$ cat src/rtl/fp_alu_scheduler.sv
// fp_alu_scheduler: shares one combinational FP ALU between two requesters.
// Round-robin grant in IDLE, operands registered onto the ALU, a fixed settle
// countdown, then result/flags held in a response register until consumed.
// A saturating counter tracks how many responses carried any flag.
module fp_alu_scheduler #(
  parameter int LATENCY = 1,
  parameter int CNT_W   = 8
) (
  input  logic             clk,
  input  logic             rst,
  input  logic             req0_valid,
  output logic             req0_ready,
  input  logic [31:0]      req0_n1,
  input  logic [31:0]      req0_n2,
  input  logic [1:0]       req0_oper,
  input  logic             req1_valid,
  output logic             req1_ready,
  input  logic [31:0]      req1_n1,
  input  logic [31:0]      req1_n2,
  input  logic [1:0]       req1_oper,
  output logic [31:0]      alu_n1,
  output logic [31:0]      alu_n2,
  output logic [1:0]       alu_oper,
  input  logic [31:0]      alu_result,
  input  logic             alu_overflow,
  input  logic             alu_underflow,
  input  logic             alu_exception,
  output logic             rsp_valid,
  input  logic             rsp_ready,
  output logic             rsp_id,
  output logic [31:0]      rsp_result,
  output logic             rsp_overflow,
  output logic             rsp_underflow,
  output logic             rsp_exception,
  output logic             busy,
  output logic [CNT_W-1:0] flag_count,
  input  logic             flag_count_clr
);

  typedef enum logic [1:0] {
    IDLE = 2'd0,
    WAIT = 2'd1,
    RESP = 2'd2
  } state_t;

  typedef struct packed {
    logic [31:0] n1;
    logic [31:0] n2;
    logic [1:0]  oper;
  } req_t;

  typedef struct packed {
    logic        id;
    logic [31:0] result;
    logic        ovf;
    logic        unf;
    logic        exc;
  } rsp_t;

  // Countdown preload: WAIT lasts LATENCY cycles including the capture cycle.
  localparam logic [3:0] WAIT_LOAD = 4'(LATENCY - 1);

  state_t           state_q;
  req_t             alu_q;
  rsp_t             rsp_q;
  logic             rsp_valid_q;
  logic             last_q;
  logic [3:0]       cnt_q;
  logic [CNT_W-1:0] fcnt_q, fcnt_d;

  req_t [1:0]       req;
  logic [1:0]       req_vld;
  logic [1:0]       req_rdy;
  logic             gnt_vld;
  logic             gnt_id;
  logic             capture;
  logic             cap_flag;

  assign req[0]  = {req0_n1, req0_n2, req0_oper};
  assign req[1]  = {req1_n1, req1_n2, req1_oper};
  assign req_vld = {req1_valid, req0_valid};

  // Round-robin: a lone requester wins; on a tie the one not granted last wins.
  always_comb begin
    gnt_vld = |req_vld;
    gnt_id  = req_vld[1];
    if (&req_vld) gnt_id = ~last_q;
  end

  for (genvar i = 0; i < 2; i++) begin : g_rdy
    assign req_rdy[i] = (state_q == IDLE) && gnt_vld && (gnt_id == 1'(i));
  end

  assign req0_ready = req_rdy[0];
  assign req1_ready = req_rdy[1];

  assign capture  = (state_q == WAIT) && (cnt_q == 4'd0);
  assign cap_flag = alu_overflow | alu_underflow | alu_exception;

  // Sequencer: issue, settle countdown, capture, hold until consumed.
  always_ff @(posedge clk or posedge rst) begin
    if (rst) begin
      state_q     <= IDLE;
      alu_q       <= '0;
      rsp_q       <= '0;
      rsp_valid_q <= 1'b0;
      last_q      <= 1'b1;
      cnt_q       <= 4'd0;
    end else begin
      case (state_q)
        IDLE: begin
          if (gnt_vld) begin
            alu_q    <= req[gnt_id];
            rsp_q.id <= gnt_id;
            last_q   <= gnt_id;
            cnt_q    <= WAIT_LOAD;
            state_q  <= WAIT;
          end
        end
        WAIT: begin
          if (cnt_q == 4'd0) begin
            rsp_q.result <= alu_result;
            rsp_q.ovf    <= alu_overflow;
            rsp_q.unf    <= alu_underflow;
            rsp_q.exc    <= alu_exception;
            rsp_valid_q  <= 1'b1;
            state_q      <= RESP;
          end else begin
            cnt_q <= cnt_q - 4'd1;
          end
        end
        RESP: begin
          // Returning to IDLE here means the next grant waits a full cycle.
          if (rsp_ready) begin
            rsp_valid_q <= 1'b0;
            state_q     <= IDLE;
          end
        end
        default: state_q <= IDLE;
      endcase
    end
  end

  // Flagged-result counter next state: clear beats increment, sticks at all-ones.
  always_comb begin
    fcnt_d = fcnt_q;
    if (flag_count_clr)
      fcnt_d = '0;
    else if (capture && cap_flag && (fcnt_q != '1))
      fcnt_d = fcnt_q + 1'b1;
  end

  // Flagged-result counter register.
  always_ff @(posedge clk or posedge rst) begin
    if (rst) fcnt_q <= '0;
    else     fcnt_q <= fcnt_d;
  end

  assign alu_n1        = alu_q.n1;
  assign alu_n2        = alu_q.n2;
  assign alu_oper      = alu_q.oper;
  assign rsp_valid     = rsp_valid_q;
  assign rsp_id        = rsp_q.id;
  assign rsp_result    = rsp_q.result;
  assign rsp_overflow  = rsp_q.ovf;
  assign rsp_underflow = rsp_q.unf;
  assign rsp_exception = rsp_q.exc;
  assign busy          = (state_q != IDLE);
  assign flag_count    = fcnt_q;

endmodule

$ cat config.mk
export PLATFORM = sky130hd
export DESIGN_NAME = fp_alu_scheduler
export DESIGN_NICKNAME = d
export VERILOG_FILES = /design/src/rtl/fp_alu_scheduler.sv
export SDC_FILE = /design/constraint.sdc
export NUM_CORES = 1
export LEC_CHECK = 0
export ABC_CLOCK_PERIOD_IN_PS = 3200
export CAP_MARGIN = 25
export CORE_UTILIZATION = 33
export CTS_CLUSTER_DIAMETER = 150
export DETAILED_ROUTE_END_ITERATION = 8
export PLACE_DENSITY_LB_ADDON = 0.25
export SLEW_MARGIN = 30
export SYNTH_ARGS = -nofsm -noshare
export SYNTH_HDL_FRONTEND = slang
export SYNTH_SLANG_ARGS = --single-unit
export TNS_END_PERCENT = 30
$ cat constraint.sdc
create_clock -name clk -period 3.2 [get_ports clk]
set_input_delay 0.32 -clock clk [delete_from_list [all_inputs] [get_ports clk]]
set_output_delay 0.32 -clock clk [all_outputs]
set_load 0.01 [all_outputs]
After elaboration in Yosys (flattened, before gate mapping)
Cells that the tools add are included.
{"block": "totals", "in_bits": 173, "reg_bits": 118, "output_inout_bits": 114}
{"block": "classes", "n_eq_ne": 7, "reduce_logical": 19, "n_mux": 15, "addsub": 2, "magnitude_cmp": 1, "n_bitwise": 4}
{"cell": "two-way mux 66 bit", "n": 2}
{"cell": "two-way mux 8 bit", "n": 2}
{"cell": "AND reduction 3 bit", "n": 3}
{"cell": "adder 8 x 1 -> 8 bit (second input constant)", "n": 1}
{"cell": "two-way mux 4 bit", "n": 2}
{"cell": "inequality test 8 bit (second input constant)", "n": 1}
{"cell": "one-hot mux 4 bit (2 select lines)", "n": 1}
{"cell": "nonzero test 2 bit", "n": 4}
{"cell": "logical AND 1 bit", "n": 6}
{"cell": "two-way mux 2 bit", "n": 3}
{"cell": "inequality test 2 bit (second input constant)", "n": 3}
{"cell": "one-hot mux 2 bit (3 select lines)", "n": 1}
{"cell": "AND reduction 2 bit", "n": 3}
{"cell": "logical NOT 4 bit", "n": 1}
{"cell": "subtractor 4 x 1 -> 4 bit (second input constant)", "n": 1}
{"cell": "two-way mux 1 bit", "n": 3}
{"cell": "equality test 2 x 1 -> 1 bit (second input constant)", "n": 1}
{"cell": "equality test 2 bit (second input constant)", "n": 1}
{"cell": "logical NOT 2 bit", "n": 1}
{"cell": "< comparator 1 x 2 -> 1 bit (second input constant)", "n": 1}
{"cell": "inequality test 2 x 1 -> 1 bit (second input constant)", "n": 1}
{"cell": "inverter 1 bit", "n": 2}
{"cell": "OR 1 bit", "n": 2}
{"cell": "one-hot mux 1 bit (2 select lines)", "n": 1}
{"cell": "OR reduction 2 bit", "n": 1}

Logic depth before layout (Yosys ltp)
Gate-level depths: netlist of the first run.
{"block": "depth", "ltp_word": 6, "mapped_depth": 7, "depth_no_buf": 6}

Worst setup path before layout of the first run
No wires, ideal clock.
{"block": "synth_timing", "kind": "reg-to-reg", "start": "register cnt_q[0]", "end": "register fcnt_q[7], in the netlist flag_count[7]", "setup_time_ps": 134, "stages_incl_launch_ff": 8, "path_slack_ps": 1462, "arrival_time_ps": 1603, "required_ps": 3066, "synth_period_minus_slack_ps": 1738, "path_cell_list": "dfrtp_1 inv_1 ha_1 nor3b_4 o311ai_4 buf_2 o41ai_1 a21oi_1"}
{"block": "synth_between", "elab_chain_cells": 5}
{"element": "from (decl)", "line_no": "68", "source": "logic [3:0] cnt_q;"}
{"element": "from (signal assigned)", "line_no": "129", "source": "cnt_q <= cnt_q - 4'd1;"}
{"element": "logical NOT 4 bit", "line_no": "97", "source": "assign capture = (state_q == WAIT) && (cnt_q == 4'd0);"}
{"element": "logical AND 1 bit", "line_no": "97"}
{"element": "logical AND 1 bit (2 in series)", "line_no": "149", "source": "else if (capture && cap_flag && (fcnt_q != '1))"}
{"element": "nonzero test 2 bit (no source line)"}
{"element": "to (signal assigned)", "line_no": "156", "source": "else fcnt_q <= fcnt_d;"}
{"element": "to (decl)", "line_no": "69", "source": "logic [CNT_W-1:0] fcnt_q, fcnt_d;"}
Every way passes these cells.
A chain may end at the register's enable or synchronous reset.

Worst setup path after layout of the first run
{"block": "layout_timing", "start": "register state_q[0]", "end": "output port req1_ready"}
{"block": "layout_between", "elab_chain_cells": 3}
{"element": "from (decl)", "line_no": "63", "source": "state_t state_q;"}
{"element": "from (signal assigned)", "line_no": "103", "source": "state_q <= IDLE;"}
{"element": "from (signal assigned)", "line_no": "117", "source": "state_q <= WAIT;"}
{"element": "from (signal assigned)", "line_no": "127", "source": "state_q <= RESP;"}
{"element": "logical NOT 2 bit", "line_no": "91", "source": "assign req_rdy[i] = (state_q == IDLE) && gnt_vld && (gnt_id == 1'(i));"}
{"element": "logical AND 1 bit (2 in series)", "line_no": "91"}
{"element": "to (decl)", "line_no": "17", "source": "output logic req1_ready,"}
Every way passes these cells.

==> flow_metrics.py, run 1 <==
metrics = {
    "run_status": {
        "outcome": "finished clean",
    },
    "cells_and_area": {
        "nets": 845,
        "fin_util_pct": 60.4,
        "area_growth_pct": 75.4,
        "num_antenna_cells": 0,
        "drive_gt1_share_pct": 11.9,
    },
    "sta": {
        "fin_skew_ns": 0.0118,
        "setup_viol": 0,
        "setup_tns_ns": 0,
        "slew_headroom_pct": 42.3,
        "finalMaxSlewViolations": 0,
        "final.period_utilization_pct": 79.8,
        "holdWs_ns": 0.212,
        "post-route-min-period_ns": 2.55,
        "clock.fmax_ghz": 0.392,
        "rsz0062_at_grt": "false",
        "tightest_slew_ns": 0.862,
        "hold_viol_final": 0,
        "fin_ws_ns": 0.647,
    },
    "placement": {
        "io_buffers": 286,
        "pre_cts_slack_ns": 0.969,
        "gp_congestion": 0.833,
        "place_hpwl_mm": 11.3,
    },
    "floorplan": {
        "pin_count": 287,
        "dieWidth_um": 123,
        "die_h_um": 123,
        "rows": 43,
        "fp.coreArea_mm2": 0.0141,
        "start_util_pct": 34.4,
        "die_area_mm2": 0.0152,
    },
    "pwr": {
        "switching_power_uw": 2600,
        "clockPowerShare_pct": 23.5,
        "p_int_uw": 5580,
        "combPwrFrac_pct": 44.8,
        "p_sw_share_pct": 31.8,
        "power_density_mw_per_mm2": 962,
        "seqPwrFrac_pct": 31.6,
        "p_leak_uw": 0.00377,
        "max-vdd-ir-drop_v": 0.000506,
    },
    "synth": {
        "syn-instance-count": 388,
        "yosysSeqAreaShare_pct": 60.9,
        "synthMostInstantiatedCell": "dfrtp_1",
        "synth-edff-count": 0,
        "synth_top_area_share_pct": 60.3,
        "synth_common_cells": "117 x dfrtp_1, 72 x inv_1, 66 x a222oi_1",
        "synth_xor_area_share_pct": 0.361,
        "ys_warn_count": 0,
        "synth_top_family_by_area": "compound AO/OA/AOI/OAI gates",
        "synth_seq_cells": 118,
        "ys_async_sr_fraction_pct": 100,
        "syn_nets": 564,
        "synth_compound_gate_area_share_pct": 17.0,
        "ys.flop_type": "dfrtp_1",
        "synth_simple_gate_area_share_pct": 4.80,
        "syn-cell-area_mm2": 0.00485,
        "synthMuxAreaShare_pct": 8.12,
        "avgSynthCellArea_um2": 12.5,
        "synth_area_leader_cell": "dfrtp_1",
        "yosys-top-cells-area": "dfrtp_1 60%, a222oi_1 14%, mux2_2 8.1%",
        "synth_cell_types": 33,
        "synth_adder_area_share_pct": 0.774,
    },
    "global_route": {
        "grt_usage_pct": 20.9,
        "antenna_found_initial": 0,
        "grt-ovfl-total": 0,
        "grt_pass1_vias": 4616,
        "grt_pass1_wl_mm": 23.7,
        "grt_start_max_net_pins": 65,
    },
    "detailed_routing": {
        "wl_per_cell_um": 18.2,
        "antenna_left": 0,
        "drt_iter0_drc": 437,
        "dr.pass1.iters": 8,
        "via_per_inst": 5.19,
        "num_vias": 4465,
        "route.final.wire_length_mm": 15.7,
        "route.detailed.drc": 0,
    },
    "worst_setup_path": {
        "rr_worst_depth": 5,
        "setup.worst_path.end_class": "primary output",
        "required_ns": 2.88,
        "cp-start-kind": "flip-flop",
        "crit_type": "reg2out",
        "critPathMaxFanout": 15,
        "critPathArrivalTime_ns": 2.23,
    },
    "clocking": {
        "post-cts-setup-buffers": 0,
        "cts_num_sinks": 118,
        "cts_buffer_depth": 2,
        "hold_buffers": 0,
        "tritoncts": "yes",
        "cts_resized": 0,
        "root_buffer": "clkbuf_16",
        "clk_pin_slew_ns": 0.05,
        "htree_levels": 4,
        "clkLatencyLatePin_ns": 0.41,
        "cts_buffers": 17,
    },
    "worst_hold_path": {
        "hold_class": "in2async",
    },
    "flow_run": {
        "drv_cap": 0,
    },
}
==> per-stage QoR <==
step / instance area [µm²] / total power, µW / instances
floorplan: 4860 / 4310 / 388
global placement: 7910 / 6190 / 830
detailed placement: 7910 / 6300 / 830
CTS: 8510 / 8270 / 861
global route: 8510 / 8670 / 861
finish: 8510 / 8180 / 861
==> final timing paths <==
check | end | from | slack, ns
hold / removal | rsp_result[7] | rst | 0.21
min in group clk | rsp_id | rsp_id | 0.47
max in group asynchronous | alu_n2[8] | rst | 2.14
hold reg to reg | rsp_id | rsp_id | 0.47
setup / recovery | req1_ready | state_q[0] | 0.65
setup reg to reg | alu_n1[31] | state_q[0] | 1.06
==> sequential cells by signal, summed over array words and instances, names as in the netlist <==
register / cells
alu_oper: 2
alu_n2: 32
rsp_overflow: 1
last_q: 1
state_q: 2
cnt_q: 4
rsp_valid: 1
rsp_exception: 1
rsp_id: 1
flag_count: 8
alu_n1: 32
rsp_result: 32
rsp_underflow: 1
==> cell type report <==
type / instances / area (µm²)
clock inverters: 10 / 128
well taps: 180 / 225
multi-input cells: 169 / 1520
clock buffers: 21 / 470
repair buffers: 291 / 2940
flip-flops and latches: 118 / 2950
inverters: 72 / 274
fillers: 1134 / 5590
==> layer usage <==
metal | part of all wire, % | GRT usage [%] | vias up
met5 | 0 | 0 | -
li1 | - | - | 2018
met1 | 37 | 22.4 | 2196
met4 | 2.2 | 8.51 | 0
met3 | 8.7 | 8.26 | 28
met2 | 52 | 36.5 | 223
==> critical path, cell delays in order, from the launching register on <==
cell	delay [ns]
dfrtp_1	0.39
nor2_1	0.36
and3_2	0.48
clkdlybuf4s50_1	0.60
==> cells in the final DEF, fill, tap and decap left out <==
master	count
a21o_1	2
a21oi_1	8
a222oi_1	66
and2b_1	1
and3_2	2
buf_12	3
buf_4	2
bufinv_16	3
clkbuf_1	1
clkbuf_16	17
clkbuf_8	3
clkdlybuf4s50_1	286
clkinv_2	6
clkinvlp_4	2
dfrtp_1	117
dfstp_2	1
ha_1	3
inv_1	71
mux2_2	35
nand2_1	6
nand2_2	1
nand2b_1	2
nand3_1	7
nand4_1	1
nor2_1	6
nor3_1	1
nor3b_4	1
o21ai_0	6
o21ai_4	1
o311ai_4	1
o31ai_1	4
o41ai_1	2
or2_2	1
or3_1	2
or3b_1	1
or3b_2	1
or4_1	5
or4b_2	1
xor2_1	2
==> cell families after synthesis <==
logic type                 after synthesis
xor gates and xnor gates                 2
adders and majority gates                3
muxes                                   35
and+or+nand+nor                         39
buffers and inverters                  101
DFF                                    118
AOI/OAI and AO/OA                       90
==> power by group through the flow <==
| stage | Combinational [µW] | Clock, µW | Sequential (µW) |
|---|---|---|---|
| 2_1_floorplan | 1450 | 0 | 2860 |
| 3_3_place_gp | 3620 | 0 | 2570 |
| 3_5_place_dp | 3700 | 0 | 2600 |
| 4_1_cts | 3720 | 1960 | 2590 |
| 5_1_grt | 3960 | 2040 | 2670 |
| 6_report | 3670 | 1930 | 2590 |
(Power assumes the default switching activity.)
==> run 2: changes to the inputs <==
Settings changed: ABC_CLOCK_PERIOD_IN_PS 3200 to 2200.
Clock period 3.2 ns to 2.2 ns, I/O delays scaled along.
==> run 2 against run 1 <==
  * Non-clock buffer count rose by 5
  * Clock skew is 0.0052 ns lower
  * Setup slack got worse by 0.46 ns
  * Wire length rose by 0.84%
  * Global-route usage is 0.30 points higher
  * Count of clock-buffer cells in the layout fell by 1
  * Core utilization is 0.87 points higher
  * Die area did not move
  * Flip-flop and latch count stayed put
  * Cell area increased by 1.4%
  * First-iteration DRC count up 4.8%
  * Via count down 0.63%
  * Critical endpoint is now flag_count[5]
  * Largest cell class is now non-clock buffers
  * Highest routed layer unchanged
==> flow_metrics.py, run 2 (same netlist as run 1, synthesis figures left out) <==
metrics = {
    "worst_setup_path": {
        "critPathMaxFanout": 16,
        "crit_slowest_cell": "or4_1",
        "critical_path.cell_chain": "inv_1 -> ha_1 -> nor3b_4 -> o311ai_4 -> or4_1 -> a21oi_1",
        "setup.worst_path.end_class": "flip-flop",
        "required_ns": 2.53,
        "crit_type": "reg2reg",
        "critPathArrivalTime_ns": 2.35,
        "cp-start-kind": "flip-flop",
        "slowest_delay_ns": 0.55,
    },
    "pwr": {
        "max-vdd-ir-drop_v": 0.000702,
        "power_density_mw_per_mm2": 1420,
        "total_power_uw": 12200,
        "p_leak_uw": 0.00384,
    },
    "sta": {
        "hold_viol_final": 0,
        "post-route-min-period_ns": 2.02,
        "setup_tns_ns": 0,
        "rsz0062_at_grt": "false",
        "setup_viol": 0,
        "tightest_slew_ns": 0.655,
        "final.period_utilization_pct": 91.6,
        "fin_skew_ns": 0.00661,
        "clock.fmax_ghz": 0.496,
        "slew_headroom_pct": 56.2,
        "holdWs_ns": 0.281,
        "finalMaxSlewViolations": 0,
    },
    "detailed_routing": {
        "route.final.wire_length_mm": 15.8,
        "num_vias": 4437,
        "via_per_inst": 5.12,
        "wl_per_cell_um": 18.2,
        "route.detailed.drc": 0,
        "drt_iter0_drc": 458,
        "antenna_left": 0,
        "dr.pass1.iters": 9,
    },
    "clocking": {
        "cts_buffers": 17,
        "root_buffer": "clkbuf_16",
        "cts_num_sinks": 118,
        "cts_buffer_depth": 2,
        "htree_levels": 4,
        "tritoncts": "yes",
        "cts_resized": 0,
        "post-cts-setup-buffers": 0,
        "hold_buffers": 0,
        "clk_pin_slew_ns": 0.06,
        "clkLatencyLatePin_ns": 0.41,
    },
    "global_route": {
        "antenna_found_initial": 0,
        "grt_usage_pct": 21.2,
        "grt_pass1_wl_mm": 23.9,
        "grt-ovfl-total": 0,
        "grt_start_max_net_pins": 95,
        "grt_pass1_vias": 4690,
    },
    "cells_and_area": {
        "stdcell_count": 867,
        "area_growth_pct": 77.9,
        "drive_gt1_share_pct": 12.8,
        "num_antenna_cells": 0,
        "nets": 850,
        "final_common_cell": "clkdlybuf4s50_1",
        "final_cell_mix": "284 x clkdlybuf4s50_1, 117 x dfrtp_1, 71 x inv_1",
        "design_area_mm2": 0.00863,
    },
    "floorplan": {
        "start_util_pct": 34.4,
        "pin_count": 287,
        "die_area_mm2": 0.0152,
        "dieWidth_um": 123,
        "rows": 43,
        "fp.coreArea_mm2": 0.0141,
        "die_h_um": 123,
    },
    "placement": {
        "place_hpwl_mm": 11.4,
        "dpl.cell_count": 835,
        "place_area_mm2": 0.00796,
        "gp_congestion": 0.841,
        "io_buffers": 286,
    },
    "flow_run": {
        "drv_cap": 0,
    },
    "run_status": {
        "outcome": "finished clean",
    },
    "worst_hold_path": {
        "hold_class": "in2async",
    },
}
## run 2: changes by cell type in the layout (fill, tap and decap cells not counted), sizes merged
| cell | previous run | this run |
|---|---|---|
| bufinv | 3 | 5 |
| buf | 5 | 10 |
| dlymetal6s2s | 0 | 2 |
| clkinv | 6 | 3 |
| clkinvlp | 2 | 5 |
| clkdlybuf4s50 | 286 | 284 |
| clkbuf | 21 | 20 |
## run 2: through the flow
step	utilization, %	setup slack, ns
floorplan	-	0.462
global placement	56.5	0.334
detailed placement	56.5	0.239
CTS	61.2	0.0515
global route	61.2	0.0383
finish	61.2	0.184
## run 2: routing by layer
metal,global-route usage (%),vias up,part of all wire (%)
li1,-,2025,-
met1,22.2,2169,36
met2,36.9,209,52
met3,7.61,34,8.2
met4,11.4,0,3.1
met5,0,-,0
## run 2: worst max-delay path: cells and delay by family, from the launching register on
| family | cells | cell delay [ns] |
|---|---|---|
| AO/OA/AOI/OAI | 2 | 0.42 |
| adder cells (fa/ha/maj) | 1 | 0.18 |
| buffers and inverters | 1 | 0.09 |
| flip-flops | 1 | 0.40 |
| AND/OR/NAND/NOR | 2 | 0.84 |
## run 2: layout make-up
type / count / area [µm²]
inverter: 72 / 274
sequential: 118 / 2950
tap: 180 / 225
clock inverter: 12 / 199
clock buffer: 20 / 467
fill: 1150 / 5460
multi-input combinational: 169 / 1520
timing repair buffer: 296 / 2990
## run 2: where the power goes
group          switching (µW)  internal (µW)  leakage, µW
Clock                     980           2100     0.000314
Sequential                570           3200      0.00144
Combinational            2280           3120      0.00208
Total                    3830           8420      0.00384
## run 2: worst paths after layout
path | start | to | slack [ns] | depth (start not counted)
max | cnt_q[0] | flag_count[5] | 0.18 | 6
min | rst | rsp_result[24] | 0.28 | 3
max reg2reg | cnt_q[0] | flag_count[5] | 0.18 | 6
min reg2reg | rsp_id | rsp_id | 0.49 | 1
max in group asynchronous | rst | alu_n2[3] | 1.45 | 3
min in group clk | req1_n2[31] | alu_n2[31] | 0.39 | 3
==> run 3: changes to the inputs <==
--- a/config.mk
+++ b/config.mk
@@ -9,2 +9,3 @@
 export CAP_MARGIN = 25
+export CORE_MARGIN = 2
 export CORE_UTILIZATION = 33
@@ -12,3 +13,3 @@
 export DETAILED_ROUTE_END_ITERATION = 8
-export PLACE_DENSITY_LB_ADDON = 0.25
+export PLACE_DENSITY = 0.75
 export SLEW_MARGIN = 30
==> constraint.sdc (replaced) <==
create_clock -name clk -period 2.2 [get_ports clk]
set_input_delay 0.66 -clock clk [delete_from_list [all_inputs] [get_ports clk]]
set_output_delay 0.66 -clock clk [all_outputs]
set_load 0.01 [all_outputs]
==> run 3 against run 2 <==
  * Critical path depth decreased by 2
  * Clock skew increased by 0.0052 ns
  * Core utilization decreased by 1.8 points
  * Critical path type is now reg2out
==> flow_metrics.py, run 3 (same netlist as run 1, synthesis figures left out) <==
metrics = {
    "sta": {
        "setup_viol": 0,
        "finalMaxSlewViolations": 0,
        "hold_viol_final": 0,
        "post-route-min-period_ns": 2.13,
        "clock.fmax_ghz": 0.470,
        "rsz0062_at_grt": "false",
        "holdWs_ns": 0.483,
        "tightest_slew_ns": 0.706,
        "final.period_utilization_pct": 96.8,
        "fin_skew_ns": 0.0118,
        "fin_ws_ns": 0.0710,
        "slew_headroom_pct": 52.9,
    },
    "floorplan": {
        "die_h_um": 125,
        "pin_count": 287,
        "rows": 44,
        "die_area_mm2": 0.0157,
        "fp.coreArea_mm2": 0.0144,
        "start_util_pct": 33.6,
        "dieWidth_um": 125,
    },
    "worst_setup_path": {
        "cp-start-kind": "flip-flop",
        "setup.worst_path.end_class": "primary output",
        "crit_start": "state_q[1]",
        "path_delay_family": "flip-flops",
        "critPathArrivalTime_ns": 1.47,
        "required_ns": 1.54,
        "rrSetupSlack_ns": 0.21,
        "critPathMaxFanout": 4,
        "crit_type": "reg2out",
        "slowest_delay_ns": 0.39,
        "path_buf_inv": 2,
        "r2r-end": "flag_count[4]",
        "rr_worst_depth": 6,
        "crit_slowest_cell": "dfrtp_1",
        "r2r_start": "cnt_q[0]",
        "crit_end": "req0_ready",
        "critical_path.cell_chain": "nor2_1 -> buf_4 -> and3_2 -> clkdlybuf4s15_2",
        "cp_num_cells": 4,
    },
    "pwr": {
        "power_density_mw_per_mm2": 1380,
        "seqPwrFrac_pct": 31.8,
        "clockPowerShare_pct": 22.3,
        "max-vdd-ir-drop_v": 0.000597,
        "switching_power_uw": 3810,
        "combPwrFrac_pct": 45.9,
        "p_sw_share_pct": 32.1,
        "total_power_uw": 11800,
        "p_int_uw": 8040,
        "p_leak_uw": 0.00380,
    },
    "global_route": {
        "grt_pass1_wl_mm": 24.5,
        "antenna_found_initial": 0,
        "grt_start_max_net_pins": 67,
        "grt_pass1_vias": 4883,
        "grt-ovfl-total": 0,
        "grt_usage_pct": 19.8,
    },
    "worst_hold_path": {
        "hold_class": "reg2reg",
    },
    "detailed_routing": {
        "dr_wl_met3_mm": 1.36,
        "antenna_left": 0,
        "via_per_inst": 5.17,
        "drt_iter0_drc": 366,
        "wl_per_cell_um": 17.7,
        "drt-met1-wl_mm": 5.50,
        "dr_wl_met2_mm": 8.16,
        "route.final.wire_length_mm": 15.5,
        "num_vias": 4517,
        "routed.top_layer": "met4",
        "route.detailed.drc": 0,
        "dr.pass1.iters": 9,
    },
    "clocking": {
        "hold_buffers": 0,
        "clk_pin_slew_ns": 0.05,
        "root_buffer": "clkbuf_16",
        "tritoncts": "yes",
        "clkLatencyLatePin_ns": 0.41,
        "cts_buffers": 17,
        "htree_levels": 4,
        "cts_num_sinks": 118,
        "cts_buffer_depth": 2,
    },
    "placement": {
        "place_hpwl_mm": 11.6,
        "gp_congestion": 0.772,
        "place_area_mm2": 0.00799,
        "io_buffers": 286,
        "pre_cts_slack_ns": -0.410,
    },
    "cells_and_area": {
        "nets": 854,
        "num_antenna_cells": 0,
        "final_common_cell": "clkdlybuf4s50_1",
        "design_area_mm2": 0.00857,
        "final_cell_mix": "281 x clkdlybuf4s50_1, 117 x dfrtp_1, 71 x inv_1",
        "drive_gt1_share_pct": 12.9,
        "area_growth_pct": 76.6,
        "final.fill_count": 1185,
        "fin_util_pct": 59.4,
    },
    "flow_run": {
        "drv_cap": 0,
    },
    "run_status": {
        "outcome": "finished clean",
    },
}
## run 3: power groups by stage
stage	combinational, µW	sequential, µW	clock [µW]
final	5440	3770	2640
after global routing	5840	3890	2800
after CTS	5480	3760	2690
after detailed placement	5460	3780	0
after global placement	5320	3720	0
after floorplan	2110	4160	0
## run 3: how the worst min path moves through the flow
stage             start       end  slack, ns  cells after the start
3_3_place_gp     rsp_id    rsp_id       0.46                      1
5_1_grt          rsp_id    rsp_id       0.51                      1
2_1_floorplan  cnt_q[0]  cnt_q[0]       0.48                      1
3_5_place_dp     rsp_id    rsp_id       0.47                      1
4_1_cts          rsp_id    rsp_id       0.48                      1
6_report         rsp_id    rsp_id       0.48                      1
## run 3: what timing repair did
item                                    4_1_cts  5_1_grt
resized for setup                            10        0
pin swaps                                     0        1
hold endpoints to repair                      0        0
endpoints found under the setup margin        3        1
setup buffers                                 0        2
## run 3: layout make-up
| class | instances | area (µm²) | share of cell area [%] |
|---|---|---|---|
| Timing Repair Buffer | 300 | 3020 | 35.3 |
| Tap cell | 184 | 230 | 2.69 |
| Sequential cell | 118 | 2950 | 34.5 |
| Clock buffer | 22 | 464 | 5.42 |
| Multi-Input combinational cell | 169 | 1520 | 17.7 |
| Inverter | 72 | 274 | 3.20 |
| Clock inverter | 8 | 101 | 1.18 |
## run 3: stage by stage
step | TNS, ns | instances
floorplan | 0 | 388
global placement | -8.59 | 841
detailed placement | -12.15 | 841
CTS | 0 | 871
global route | 0 | 873
finish | 0 | 873
## run 3: per-layer routing
layer  track usage [%]  vias to the layer above
met2              35.3                      217
met4              8.82                        0
li1                  -                     2030
met1              20.7                     2233
met3              7.70                       37
met5                 0                        -
